--- src/rtl/uart_rx_fifo.sv ---
// UART receiver (8N1, LSB first) feeding a small byte FIFO.
// Sticky overflow flag, one-cycle framing error pulse, busy while a frame is in flight.
module uart_rx_fifo #(
   parameter int clk_freq   = 1000000,
   parameter int baud_rate  = 9600,
   parameter int fifo_depth = 4
) (
   input  logic       clk,
   input  logic       reset,
   input  logic       rx,
   input  logic       rd_en,
   input  logic       clear_err,
   output logic [7:0] data_out,
   output logic       data_valid,
   output logic [4:0] fifo_count,
   output logic       framing_error,
   output logic       overflow,
   output logic       busy
);

   localparam int P  = clk_freq / baud_rate;
   localparam int H  = P / 2;
   localparam int CW = $clog2(P + 1);
   localparam int AW = $clog2(fifo_depth);

   typedef enum logic [1:0] {IDLE, START, DATA, STOP} state_t;

   state_t          state, state_n;
   logic            rx_m, rx_s;
   logic [CW-1:0]   cnt, cnt_n;
   logic [2:0]      idx, idx_n;
   logic [7:0]      shreg;
   logic            sample, push, ferr_n;

   logic [7:0]      mem [fifo_depth];
   logic [AW-1:0]   wr_ptr, rd_ptr;
   logic            full, pop, push_ok, ovf_evt;

   // two-flop synchronizer; resets to the idle (high) line level
   always_ff @(posedge clk) begin
      if (reset) begin
         rx_m <= 1'b1;
         rx_s <= 1'b1;
      end else begin
         rx_m <= rx;
         rx_s <= rx_m;
      end
   end

   // receiver state register
   always_ff @(posedge clk) begin
      if (reset) state <= IDLE;
      else       state <= state_n;
   end

   // next-state, counter/index updates and sample/push strobes
   always_comb begin
      state_n = state;
      cnt_n   = cnt;
      idx_n   = idx;
      sample  = 1'b0;
      push    = 1'b0;
      ferr_n  = 1'b0;
      case (state)
         IDLE: begin
            // no edge qualification: a low line is a start bit
            if (!rx_s) begin
               state_n = START;
               cnt_n   = CW'(H - 1);
            end
         end
         START: begin
            if (cnt != '0) cnt_n = cnt - 1'b1;
            else if (rx_s) state_n = IDLE;   // glitch shorter than half a bit
            else begin
               state_n = DATA;
               cnt_n   = CW'(P - 1);
               idx_n   = 3'd0;
            end
         end
         DATA: begin
            if (cnt != '0) cnt_n = cnt - 1'b1;
            else begin
               sample = 1'b1;
               cnt_n  = CW'(P - 1);
               if (idx == 3'd7) state_n = STOP;
               else             idx_n   = idx + 3'd1;
            end
         end
         STOP: begin
            if (cnt != '0) cnt_n = cnt - 1'b1;
            else begin
               // back to IDLE mid stop bit so the next start edge is not missed
               state_n = IDLE;
               if (rx_s) push   = 1'b1;
               else      ferr_n = 1'b1;
            end
         end
         default: state_n = IDLE;
      endcase
   end

   // bit timing counter, bit index, shift register and error pulse
   always_ff @(posedge clk) begin
      if (reset) begin
         cnt           <= '0;
         idx           <= '0;
         shreg         <= '0;
         framing_error <= 1'b0;
      end else begin
         cnt           <= cnt_n;
         idx           <= idx_n;
         framing_error <= ferr_n;
         if (sample) shreg[idx] <= rx_s;
      end
   end

   assign busy       = (state != IDLE);
   assign data_valid = (fifo_count != 5'd0);
   assign full       = (fifo_count == 5'(fifo_depth));
   assign pop        = rd_en && data_valid;
   // when full, a simultaneous pop frees the slot the write lands in
   assign push_ok    = push && (!full || pop);
   assign ovf_evt    = push && full && !pop;
   assign data_out   = data_valid ? mem[rd_ptr] : 8'h00;

   // FIFO storage (contents need no reset; count gates visibility)
   always_ff @(posedge clk) begin
      if (push_ok) mem[wr_ptr] <= shreg;
   end

   // FIFO pointers, occupancy and sticky overflow
   always_ff @(posedge clk) begin
      if (reset) begin
         wr_ptr     <= '0;
         rd_ptr     <= '0;
         fifo_count <= '0;
         overflow   <= 1'b0;
      end else begin
         if (push_ok) wr_ptr <= wr_ptr + AW'(1);
         if (pop)     rd_ptr <= rd_ptr + AW'(1);
         case ({push_ok, pop})
            2'b10:   fifo_count <= fifo_count + 5'd1;
            2'b01:   fifo_count <= fifo_count - 5'd1;
            default: fifo_count <= fifo_count;
         endcase
         // a new overflow wins over a coincident clear
         if (ovf_evt)        overflow <= 1'b1;
         else if (clear_err) overflow <= 1'b0;
      end
   end

endmodule

--- config.mk ---
export PLATFORM = sky130hd
export DESIGN_NAME = uart_rx_fifo
export DESIGN_NICKNAME = d
export VERILOG_FILES = /design/src/rtl/uart_rx_fifo.sv
export SDC_FILE = /design/constraint.sdc
export NUM_CORES = 1
export LEC_CHECK = 0
export CAP_MARGIN = 30
export CELL_PAD_IN_SITES_DETAIL_PLACEMENT = 0
export CELL_PAD_IN_SITES_GLOBAL_PLACEMENT = 1
export CORE_UTILIZATION = 40
export DETAILED_ROUTE_END_ITERATION = 12
export PLACE_DENSITY = 0.71
export SLEW_MARGIN = 15
export SYNTH_ARGS = -nofsm -noshare
export SYNTH_HDL_FRONTEND = slang
export SYNTH_SLANG_ARGS = --single-unit
--- constraint.sdc ---
create_clock -name clk -period 8.4 [get_ports clk]
set_clock_uncertainty 0.2 [all_clocks]
set_input_delay 1.26 -clock clk [delete_from_list [all_inputs] [get_ports clk]]
set_output_delay 1.26 -clock clk [all_outputs]
set_load 0.01 [all_outputs]
==> impl_metrics.yaml <==
synthesis:
  syn_area_mm2: 0.00320
  yosys.area.top_type_share_pct: 30.1
  muxShareOfSynthArea_pct: 7.51
  synth_fa_ha_area_share_pct: 6.89
  synth_edf_count: 32
  ys_ff_latch: 67
  syn_avg_cell_area_um2: 11.1
  yosys.area.top_type: "edfxtp_1"
  synth_top_family_by_area: "simple AND/OR/NAND/NOR gates"
  synth_warnings: 0
  ys_top_cells_by_area: "edfxtp_1 30%, dfxtp_1 22%, ha_1 6.3%, mux4_2 5.6%, a21oi_1 3.3%"
  synthArstFlopShare_pct: 0
  syn_inst: 287
  ys.flop_type: "dfxtp_1"
  seq_area_frac_synth_pct: 52.0
  synth-xor-area-share_pct: 1.10
  synth_compound_area_share_pct: 11.6
  ys_types: 52
  yosys.area_share.simple_pct: 17.7
  syn_nets: 309
final_layout:
  final_cell_mix: "35 x dfxtp_1, 32 x edfxtp_1, 28 x nor2_1"
  area_growth_syn_to_layout_pct: 16.2
  final_common_cell: "dfxtp_1"
  multi_input_area_mm2: 0.00143
  nNetsFinal: 330
  n_antenna_cell: 0
  drive_gt1_share_pct: 12.1
  seq_area_mm2: 0.00166
  finalNonFillerCells: 415
  final_design_area_no_fill_mm2: 0.00371
  fillCellCount: 690
route:
  routed_via_density: 5.20
  drc: 0
  drtIter0Drc: 87
  via_count: 2156
  wirelength_mm: 5.85
  ant_nets: 0
  wl_per_cell_um: 14.1
  dr.pass1.iters: 4
global_routing:
  grt_pass1_wl_mm: 9.85
  grtUsageTotal_pct: 15.2
  grt-ovfl-total: 0
  antenna_found_initial: 0
  grt_max_degree: 35
  grt_pass1_vias: 2097
sta:
  tightest_slew_ps: 578
  finalHoldViolCount: 0
  setup_viol: 0
  rsz0062_at_grt: "no"
  max-slew-margin-rel_pct: 61.4
  whs_ps: 211
  fin_crit_ps: 3680
  fin_crit_sh_pct: 43.8
  fin_tns_setup_ps: 0
  drv_slew: 0
  fmax_mhz: 272
  setup_ws_ps: 4720
worst_setup_path:
  cp.required_ps: 6940
  worstPathMaxFanout: 8
  crit_type: "reg2out"
  end_kind: "output pin"
  slowest_stage: "dfxtp_1"
  worstPathArrival_ps: 2220
  crit_chain: "mux4_2 > and2_1 > clkdlybuf4s50_1"
  critPathMaxStageDelay_ps: 660
  startpoint_type: "flop"
  rr_startpoint: "cnt[0]$_SDFFE_PP0P_"
place:
  post-place-ws_ps: 4620
  post_dp_cell_area_mm2: 0.00349
  dp.cells: 399
  gp_congestion: 0.778
  hpwl_mm: 3.92
  numPortBuffers: 21
power_and_ir_drop:
  clkPwrFrac_pct: 24.8
  p_sw_mw: 0.435
  p_leak_nw: 1.30
  cellPowerDensity_mw_per_mm2: 328
  power_frac_comb_pct: 40.4
  internal_power_mw: 0.785
  seq_power_share_pct: 34.8
  vdd_drop_max_uv: 146
  swShare_pct: 35.7
clock_tree:
  insertion_delay_ps: 340
  cts_htree_levels: 3
  cts_made_buffers: 9
  post_cts_resized: 0
  cts_tree: "built"
  cts_setup_buffers: 0
  clk_path_buf_depth: 2
  clk_pin_slew_ps: 70
  root_buffer: "clkbuf_8"
  holdBufCountCts: 0
  cts_num_sinks: 67
floorplanning:
  dieArea_mm2: 0.00835
  die_y_um: 91.4
  io_pins: 22
  die_w_um: 91.4
  rows: 32
  core_mm2: 0.00773
  start_util_pct: 41.4
worst_hold_path:
  hold_class: "reg2reg"
  holdCritStartpoint: "rx_m$_SDFF_PP1_"
run_status:
  outcome: "finished clean"
flow_run:
  maxCapViolations: 0
## metal layers
layer	global-route usage, %	share of wire (%)	vias to the layer above
li1	-	-	1095
met3	3.10	2.7	8
met5	0	0	-
met2	23.7	46	30
met1	19.5	50	1023
met4	8.47	1.4	0
## cells in the mapped netlist, types with 3 or more instances
library cell,count
nand2b_1,4
a21oi_1,21
ha_1,16
dfxtp_1,35
nor3b_1,3
nand3_1,6
nor2b_1,4
mux2i_1,6
and3_1,5
mux4_2,8
inv_1,11
o21ai_0,14
nor2_1,28
nand2_1,16
nor3_1,10
clkbuf_1,10
and2_1,10
nand4_1,3
edfxtp_1,32
## final timing paths
path	cells past startpoint	slack, ps	to
setup reg to reg	11	5200	fifo_count[4]$_SDFFE_PP0P_
setup / recovery	3	4720	data_out[0]
hold reg to reg	1	210	rx_s$_SDFF_PP1_
hold / removal	1	210	rx_s$_SDFF_PP1_
## through the flow
step	power (mW)	utilization, %
2_1_floorplan	0.765	-
3_3_place_gp	0.922	45.1
3_5_place_dp	0.927	45.1
4_1_cts	1.23	48.1
5_1_grt	1.31	48.1
6_report	1.22	48.1
## flip-flops by register name, summed over array words and instances, names as in the netlist, 2 cells and up, named ones only
register,count
mem,32
shreg,8
cnt,7
fifo_count,5
idx,3
rd_ptr,2
wr_ptr,2
## kinds of logic after synthesis
family | count (synthesis)
XOR/XNOR | 4
multiplexers | 14
adder cells (fa/ha/maj) | 17
flip-flops | 67
AO/OA/AOI/OAI | 57
buffers and inverters | 24
AND/OR/NAND/NOR | 104
## critical path: cells and delay by family, from the launching register on
| kind | cells | cell delay (ps) |
|---|---|---|
| flops | 1 | 660 |
| mux | 1 | 580 |
| buf+inv | 1 | 470 |
| simple gates | 1 | 170 |
## power groups by stage
stage	clock (mW)	sequential (mW)	combinational (mW)
2_1_floorplan	0	0.416	0.349
4_1_cts	0.308	0.425	0.498
3_3_place_gp	0	0.433	0.489
6_report	0.303	0.424	0.493
5_1_grt	0.324	0.432	0.549
3_5_place_dp	0	0.432	0.495
## area by class of cell
type	count	area share, %
repair buffers	22	5.86
inverters	12	1.28
clock buffers	10	3.70
well taps	102	3.44
clock inverters	6	2.39
multi-input cells	196	38.6
flip-flops and latches	67	44.7
Note: power is estimated with default switching activity, not from simulation.
